### src/rtl/inst_queue.sv
// Dual-slot instruction queue between fetch and the dual-issue decode stage.
// Circular buffer of DEPTH entries kept in program order; the two oldest
// entries are presented to decode as the inst0/inst1 f1 pair.
module inst_queue #(
  parameter  int DEPTH = 8,
  localparam int PTR_W = $clog2(DEPTH)
) (
  input  logic             clk,
  input  logic             rst,
  input  logic             flush_queue_i,
  input  logic             fetch_inst0_valid_i,
  input  logic [63:0]      fetch_inst0_pc_i,
  input  logic [31:0]      fetch_inst0_inst_i,
  input  logic             fetch_inst1_valid_i,
  input  logic [63:0]      fetch_inst1_pc_i,
  input  logic [31:0]      fetch_inst1_inst_i,
  output logic             fetch_ready_o,
  input  logic             stall_decoder_inst0_i,
  output logic             inst0_f1_valid_o,
  output logic [63:0]      inst0_f1_pc_o,
  output logic [31:0]      inst0_f1_inst_o,
  output logic             inst1_f1_valid_o,
  output logic [63:0]      inst1_f1_pc_o,
  output logic [31:0]      inst1_f1_inst_o,
  output logic [PTR_W:0]   queue_count_o
);

  typedef logic [PTR_W-1:0] ptr_t;
  typedef logic [PTR_W:0]   cnt_t;

  logic [63:0] pc_mem   [DEPTH];
  logic [31:0] inst_mem [DEPTH];

  ptr_t       head, tail;
  cnt_t       count;
  ptr_t       head_p1;
  ptr_t       slot1_idx;
  logic       enq_ok;
  logic [1:0] enq_n;
  logic [1:0] deq_n;

  assign head_p1 = head + ptr_t'(1);
  // Slot 1 lands right after slot 0, or at tail itself when slot 0 is empty.
  assign slot1_idx = tail + ptr_t'(fetch_inst0_valid_i);

  // Ready only from current occupancy; a same-cycle dequeue earns no credit.
  assign fetch_ready_o    = (count <= cnt_t'(DEPTH - 2));
  assign inst0_f1_valid_o = (count >= cnt_t'(1));
  assign inst1_f1_valid_o = (count >= cnt_t'(2));
  assign queue_count_o    = count;

  assign inst0_f1_pc_o   = inst0_f1_valid_o ? pc_mem[head]      : '0;
  assign inst0_f1_inst_o = inst0_f1_valid_o ? inst_mem[head]    : '0;
  assign inst1_f1_pc_o   = inst1_f1_valid_o ? pc_mem[head_p1]   : '0;
  assign inst1_f1_inst_o = inst1_f1_valid_o ? inst_mem[head_p1] : '0;

  // Per-cycle enqueue/dequeue amounts; flush suppresses enqueue.
  always_comb begin
    // NOTE: every always_comb output gets a default first so no path leaves it unassigned (no latch).
    enq_ok = 1'b0;
    enq_n  = 2'd0;
    deq_n  = 2'd0;
    if (!flush_queue_i && fetch_ready_o && (fetch_inst0_valid_i || fetch_inst1_valid_i)) begin
      enq_ok = 1'b1;
      enq_n  = {1'b0, fetch_inst0_valid_i} + {1'b0, fetch_inst1_valid_i};
    end
    if (!stall_decoder_inst0_i) begin
      deq_n = {1'b0, inst0_f1_valid_o} + {1'b0, inst1_f1_valid_o};
    end
  end

  // Pointer and occupancy update; flush takes priority over enqueue/dequeue.
  always_ff @(posedge clk or posedge rst) begin
    // NOTE: sequential state uses non-blocking assignments so all registers update from pre-edge values.
    if (rst) begin
      head  <= '0;
      tail  <= '0;
      count <= '0;
    end else if (flush_queue_i) begin
      head  <= '0;
      tail  <= '0;
      count <= '0;
    end else begin
      head  <= head + ptr_t'(deq_n);
      tail  <= tail + ptr_t'(enq_n);
      count <= count + cnt_t'(enq_n) - cnt_t'(deq_n);
    end
  end

  // Entry storage writes, compacting valid fetch slots in program order.
  always_ff @(posedge clk) begin
    // NOTE: storage is deliberately not reset; count gates every read, so stale contents are never visible.
    if (enq_ok) begin
      if (fetch_inst0_valid_i) begin
        pc_mem[tail]   <= fetch_inst0_pc_i;
        inst_mem[tail] <= fetch_inst0_inst_i;
      end
      if (fetch_inst1_valid_i) begin
        pc_mem[slot1_idx]   <= fetch_inst1_pc_i;
        inst_mem[slot1_idx] <= fetch_inst1_inst_i;
      end
    end
  end

endmodule
### config.mk
export PLATFORM = sky130hd
export DESIGN_NAME = inst_queue
export DESIGN_NICKNAME = d
export VERILOG_FILES = /design/src/rtl/inst_queue.sv
export SDC_FILE = /design/constraint.sdc
export NUM_CORES = 1
export LEC_CHECK = 0
export BUFFER_PORTS_ARGS = -buffer_cell sky130_fd_sc_hd__buf_2
export CAP_MARGIN = 25
export CORE_MARGIN = 3
export CORE_UTILIZATION = 60
export CTS_CLUSTER_SIZE = 12
export DETAILED_ROUTE_END_ITERATION = 12
export PLACE_DENSITY_LB_ADDON = 0.08
export SLEW_MARGIN = 5
export SYNTH_ARGS = -nofsm -noshare
export SYNTH_HDL_FRONTEND = slang
export SYNTH_SLANG_ARGS = --single-unit
### constraint.sdc
create_clock -name clk -period 12.3 [get_ports clk]
set_input_delay 1.845 -clock clk [delete_from_list [all_inputs] [get_ports clk]]
set_output_delay 1.845 -clock clk [all_outputs]
set_load 0.05 [all_outputs]
* Word level (Yosys, flattened, before mapping)
Memory sizes are Yosys's and may differ from the RTL's.
Index checks and enable logic that the tools add are counted.
Widths: inputs -> output; s select.
** Storage, ports and cells
- Memories :: 2
- Word-level logic and storage cells :: 36
- Output and inout bits :: 199
- Bits in latches :: 0
- ROM bits :: 0
- Input port bits :: 198
- RAM bits :: 768
- Flip-flop bits (word level) :: 10
** Memories
- pc_mem :: words 8, width 64, read ports 2, clocked after Yosys merged registers in 0, write ports 2, line 31 : logic [63:0] pc_mem [DEPTH];
- inst_mem :: words 8, width 32, read ports 2, clocked after Yosys merged registers in 0, write ports 2, line 32 : logic [31:0] inst_mem [DEPTH];
** Operators by class
- Add/sub/neg operators :: 8
- Eq/ne operators :: 0
- Div/mod/pow operators :: 0
- Muxes and demuxes :: 16
- Multiply operators :: 0
- Reduce and logical (&&, ||, !) cells :: 4
- Bitwise operators :: 0
- Shift-type cells :: 0
- Order comparisons :: 3
** Operators with widths (number)
- $mux 64 :: 2
- $mux 32 :: 2
- $mux 1 :: 7
- $add 3x2->3 :: 2
- $mux 3 :: 2
- $add 1x1->2 :: 2
- $add 4x2->4 :: 1
- $ge 4x1->1 const B :: 1
- $ge 4x2->1 const B :: 1
- $le 4x3->1 const B :: 1
- $mux 2 :: 2
- $mux 4 :: 1
- $sub 4x2->4 :: 1
- $add 3x1->3 :: 1
- $add 3x1->3 const B :: 1
- $logic_and 1x1->1 :: 2
- $logic_not 1->1 :: 1
- $logic_or 1x1->1 :: 1

* Logic depth before layout (Yosys ltp)
Gate-level depths: netlist (run 1).
- Word-level depth :: 7
- Mapped depth :: 18
- Mapped depth without buffers :: 15

* Worst setup path after synthesis (run 1)
No wires, ideal clock.
- Kind :: in2reg
- Start :: in fetch_inst0_valid_i
- End :: mem inst_mem[1][0] (enable)
- Required time :: 11.607 ns
- Path slack :: 1.576 ns
- Library setup time :: 0.693 ns
- Buffers on the path :: 1
- Cell stages on the path :: 7
- Arrival :: 10.030 ns
- Cell sequence :: ha_1 -> ha_1 -> and3b_1 -> clkbuf_1 -> o2bb2ai_1 -> nor2_1 -> a211oi_1
** RTL lines
- start: declaration :: line 11 : input logic fetch_inst0_valid_i,
- end: declaration :: line 32

* Worst setup path after layout (run 1)
- Start :: reg head[1]
- End :: out inst1_f1_inst_o[30]
** On the way
- Word-level cells in the longest chain between the ends :: 3
** Ends and longest elaborated chain
- start: declaration :: line 34 : ptr_t head, tail;
- start signal: assignment :: line 84 : head <= head + ptr_t'(deq_n);
- $add 3x1->3 :: line 42 : assign head_p1 = head + ptr_t'(1);
- $mem_v2 8x32
- $mux 32 :: line 55 : assign inst1_f1_inst_o = inst1_f1_valid_o ? inst_mem[head_p1] : '0;
- end: declaration :: line 24 : output logic [31:0] inst1_f1_inst_o,
Every way passes these cells.

==> flow_summary.yaml, run 1 <==
timing:
  max_slew_margin_pct: 21.5
  finClkSkew_ns: 0.0146
  rsz0062_at_grt: "no"
  setup_viol: 0
  finalSetupTns_ns: 0
  hold_viol_final: 0
  max_freq_ghz: 0.132
  drv_slew: 0
  worstMarginPinSlew_ns: 1.18
  period_share_pct: 61.7
  min_period_ns: 7.59
cells_and_area:
  layout.cells.most_common_list: "mux2_2 (960), edfxtp_1 (768), mux2i_1 (480)"
  final_layout_size_suffix_gt1_share_pct: 43.0
  fin_util_pct: 68.2
  fin_nets: 3777
  layout_commonest_cell: "mux2_2"
  area_growth_pct: 11.6
  fillCellCount: 5378
critical_path:
  worstPathRequired_ns: 10.45
  cp_slowest_stage_delay_ns: 1.12
  worstPathArrival_ns: 5.75
  worstSetupStartpoint: "head[1]"
  crit_path_end_kind: "output port"
  cp_cell_sequence: "ha_4, buf_4, buf_4, mux2_2, o22ai_1, a2111oi_0, buf_2"
  crit_top_cell: "buf_4"
  crit_path_start_kind: "register"
  cp_max_fo: 67
  reg2reg_from: "tail[0]"
  slowest_stage: "dfrtp_4"
  criticalPathCategory: "reg -> out"
route:
  drtIter0Drc: 3656
  wirelength_um: 147000
  vias: 32555
  routedWlPerCell_um: 31.4
  post-route-drc-count: 0
  via_per_inst: 6.96
  drt-met1-wl_um: 55100
  wl_met3_um: 14600
  met2WireLength_um: 70700
  dr.max_layer_used: "met5"
  dr.pass1.iters: 5
  postRouteAntennaNets: 0
global_route:
  grt_max_degree: 171
  grt_pass1_wl_um: 213000
  grt_pass1_vias: 33924
  grt_antenna_before_repair: 39
  grt_usage_pct: 35.8
  overflow: 0
run:
  drv_cap: 0
logic_synthesis:
  syn_avg_cell_area_um2: 13.9
  synth_cell_types: 37
  synth_top_flop_cell: "edfxtp_1"
  synth_cells: 3303
  ys_seq_area_share_pct: 50.7
  synth_area_mm2: 0.0459
  synth-seq-cells: 778
  syn_nets: 3520
  synthArstFlopShare_pct: 1.29
  ys_warn_count: 0
  synth_edf_count: 768
floorplan:
  die_area_mm2: 0.0799
  coreArea_mm2: 0.0752
  start_util_pct: 61.1
  ios: 397
  die-width_um: 283
  rows: 100
  die_h_um: 283
hold_path:
  min_path_type: "reg -> reg"
  min_from: "tail[0]"
clock_network:
  root_buffer: "clkbuf_16"
  clockBufferDepth: 3
  cts_buffers: 85
  cts_setup_buffers: 0
  clkSinkCount: 778
  clkLatencyLatePin_ns: 0.64
  cts_hold_buf: 0
  clk_pin_slew_ns: 0.06
  cts_resized: 0
  tritoncts: "done"
  htree_levels: 3
power:
  p_leak_nw: 17.5
  ir_worst_vdd_uv: 296
  p_per_area_mw_per_mm2: 230
placed_design:
  dp_hpwl_um: 79300
  io_buffers: 396
  gp_congestion: 0.816
outcome:
  status: "completed"
## cell usage after synthesis, types with 96 or more instances
| cell | count | share of area, % |
|---|---|---|
| mux2_2 | 960 | 24 |
| nand2_1 | 105 | 0.86 |
| a211oi_1 | 98 | 1.6 |
| mux2i_1 | 481 | 10 |
| clkbuf_1 | 131 | 1.1 |
| edfxtp_1 | 768 | 50 |
| nor2b_1 | 103 | 1.4 |
| a22oi_1 | 100 | 1.6 |
| o22ai_1 | 98 | 1.3 |
| a221oi_1 | 96 | 1.8 |
| buf_2 | 98 | 1.1 |
| a2111oi_0 | 96 | 1.8 |
## through the flow
step / cells / setup slack [ns] / hold WS, ns / power (W) / cell area [µm²]
floorplan: 3303 / 1.58 / 0.612 / 0.00764 / 45900
global placement: 4488 / 5.59 / 0.671 / 0.00914 / 48400
detailed placement: 4492 / 5.47 / 0.679 / 0.00925 / 48500
CTS: 4648 / 4.81 / 0.697 / 0.0117 / 51200
global route: 4669 / 4.56 / 0.726 / 0.0122 / 51200
finish: 4678 / 4.71 / 0.695 / 0.0118 / 51300
## path summary, 6_finish.rpt
path	slack [ns]	cells past startpoint	end
min in group asynchronous	1.22	2	queue_count_o[2]
hold reg to reg	0.69	2	tail[0]
setup / recovery	4.71	7	inst1_f1_inst_o[30]
setup reg to reg	8.25	8	inst_mem[1][31]
max in group asynchronous	10.72	2	head[1]
hold / removal	0.69	2	tail[0]
## area by class of cell
class	count	area (µm²)	share of cell area (%)
timing repair buffer	462	2520	4.92
clock inverter	41	350	0.683
sequential	778	23300	45.5
multi-input combinational	2215	21300	41.6
clock buffer	115	2340	4.57
tap	1020	1280	2.49
antenna	29	72.6	0.142
inverter	18	67.6	0.132
## where the power goes
part / switching (W) / internal, W
sequential: 0.0000956 / 0.00304
combinational: 0.00437 / 0.00178
clock: 0.00106 / 0.00146
## worst max-delay path: cells and delay by family (launching register included)
kind / cells / cell delay [ns]
buffers and inverters: 3 / 2.07
flip-flops: 1 / 1.12
multiplexers: 1 / 0.29
AO/OA/AOI/OAI: 2 / 0.93
adder cells (fa/ha/maj): 1 / 0.58
## flip-flops by register name, indices dropped and copies added (netlist names)
register / cells
head: 3
inst_mem: 256
pc_mem: 512
queue_count_o: 4
tail: 3
## logic make-up after synthesis
| kind of cell | Yosys count | synth area share [%] |
|---|---|---|
| adder cells (fa/ha/maj) | 19 | 0.583 |
| flip-flops | 778 | 50.7 |
| multiplexers | 1441 | 34.0 |
| AO/OA/AOI/OAI | 498 | 8.37 |
| XOR/XNOR | 7 | 0.150 |
| buffers and inverters | 310 | 3.31 |
| AND/OR/NAND/NOR | 250 | 2.83 |
## layer usage
layer	up-vias	GRT usage, %
li1	13805	-
met3	407	7.88
met5	-	0
met2	1844	59.3
met1	16475	45.3
met4	24	16.3
Note: power is estimated with default switching activity, not from simulation.
==> run 2: changes to the inputs <==
Clock period 12.3 ns to 7.4 ns, I/O delays scaled along.
==> run 2 against run 1 <==
Global-route usage rose by 0.058 points. First-iteration DRC count is 5.8% lower. Critical path depth stayed put. Cell count grew 0.15%. Utilization up 0.28 points. Largest power group unchanged. Total power increased by 67%. Sequential share of layout area shrank 0.18 points. Worst hold slack worse by 0.24 ns. Routed wire length shrank 0.22%. Non-clock buffer count up 8. Critical path type unchanged. Setup slack worse by 3.2 ns. Count of clock-buffer cells in the layout stayed put.
==> flow_summary.yaml, run 2 (synthesis gave the netlist of run 1 again) <==
outcome:
  status: "completed"
floorplan:
  coreArea_mm2: 0.0752
  die-width_um: 283
  die_h_um: 283
  die_area_mm2: 0.0799
  start_util_pct: 61.1
  rows: 100
  ios: 397
cells_and_area:
  final_layout_size_suffix_gt1_share_pct: 43.2
  stdcell_area_mm2: 0.0515
  layout.cells.most_common_list: "mux2_2 (960), edfxtp_1 (768), mux2i_1 (480)"
  largest_reg_flops: 512
  fin_nets: 3786
  fillCellCount: 5332
  regMostFlops: "pc_mem"
  layout_commonest_cell: "mux2_2"
  area_growth_pct: 12.0
critical_path:
  cp_max_fo: 58
  worstPathArrival_ns: 4.77
  slowest_stage: "buf_4"
  cp_slowest_stage_delay_ns: 0.94
  worstPathRequired_ns: 6.29
  crit_top_cell: "buf_4"
  cp_cell_sequence: "buf_4, buf_4, mux2i_1, a22oi_1, nand2_1, a221oi_1, buf_2"
  crit_path_start_kind: "register"
  crit_path_end_kind: "output port"
  criticalPathCategory: "reg -> out"
clock_network:
  clk_pin_slew_ns: 0.06
  cts_buffers: 86
  clkSinkCount: 778
  htree_levels: 3
  clockBufferDepth: 3
  clkLatencyLatePin_ns: 0.64
  root_buffer: "clkbuf_16"
  cts_resized: 0
  tritoncts: "done"
  cts_setup_buffers: 0
  cts_hold_buf: 0
route:
  dr.pass1.iters: 6
  wirelength_um: 146000
  routedWlPerCell_um: 31.2
  vias: 32727
  post-route-drc-count: 0
  postRouteAntennaNets: 0
  via_per_inst: 6.99
  drtIter0Drc: 3445
placed_design:
  placed_cell_area_mm2: 0.0487
  io_buffers: 396
  dp_hpwl_um: 80000
  gp_congestion: 0.825
power:
  p_leak_nw: 17.6
  p_per_area_mw_per_mm2: 383
  finalPower_w: 0.0197
  ir_worst_vdd_uv: 522
global_route:
  grt_pass1_wl_um: 213000
  groute.layer.met3.usage_pct: 7.18
  grt_pass1_vias: 33764
  overflow: 0
  grt_max_degree: 129
  grt_usage_pct: 35.9
  grt_antenna_before_repair: 43
  grt_util_met1_pct: 47.3
  globalRouteMet2Util_pct: 58.1
  busiest_layer: "met2"
timing:
  hold_viol_final: 0
  drv_slew: 0
  setup_viol: 0
  finalSetupTns_ns: 0
  worstMarginPinSlew_ns: 1.14
  finClkSkew_ns: 0.0173
  rsz0062_at_grt: "no"
  period_share_pct: 79.4
  max_slew_margin_pct: 24.2
  min_period_ns: 5.88
  max_freq_ghz: 0.170
run:
  drv_cap: 0
hold_path:
  min_path_type: "in -> async"
run 2: cell type report:
type / count / area, µm² / area share (%)
sequential: 778 / 23300 / 45.3
multi-input combinational: 2215 / 21300 / 41.4
timing repair buffer: 470 / 2720 / 5.29
clock buffer: 115 / 2320 / 4.52
tap: 1020 / 1280 / 2.48
clock inverter: 34 / 367 / 0.712
antenna: 35 / 87.6 / 0.170
inverter: 18 / 67.6 / 0.131
run 2: worst max-delay path: cells and delay by family (launching register included):
family                 cells  cell delay (ns)
AOI/OAI and AO/OA          2             0.68
buffers and inverters      3             2.23
DFF                        1             0.85
muxes                      1             0.19
and+or+nand+nor            1             0.07
run 2: path summary, 6_finish.rpt:
kind	startpoint	to	slack (ns)	depth (start not counted)
setup / recovery	head[1]	inst0_f1_pc_o[40]	1.52	7
hold / removal	rst	queue_count_o[0]	0.46	2
setup reg to reg	tail[0]	pc_mem[1][46]	3.36	8
hold reg to reg	tail[0]	tail[0]	0.71	2
max in group asynchronous	rst	head[1]	6.62	2
min in group clk	tail[0]	tail[0]	0.71	2
run 2: where the power goes:
part / internal (W) / switching [W]
Combinational: 0.00299 / 0.00734
Clock: 0.00247 / 0.00174
Sequential: 0.00506 / 0.000134
Total: 0.0105 / 0.00922
run 2: through the flow:
stage                     utilization, %  hold WS, ns  setup slack, ns  std cells
after floorplan                        -        0.612            0.508       3303
after detailed placement            64.7        0.684             2.29       4498
after global placement              64.6        0.667             2.34       4495
final                               68.5        0.459             1.52       4685
after global routing                68.4        0.481             1.43       4666
after CTS                           68.3        0.442             1.62       4647
run 2: per-layer routing:
layer	part of all wire, %	up-vias
li1	-	13819
met1	38	16537
met2	47	1932
met3	10	415
met4	4.2	24
met5	0.092	-
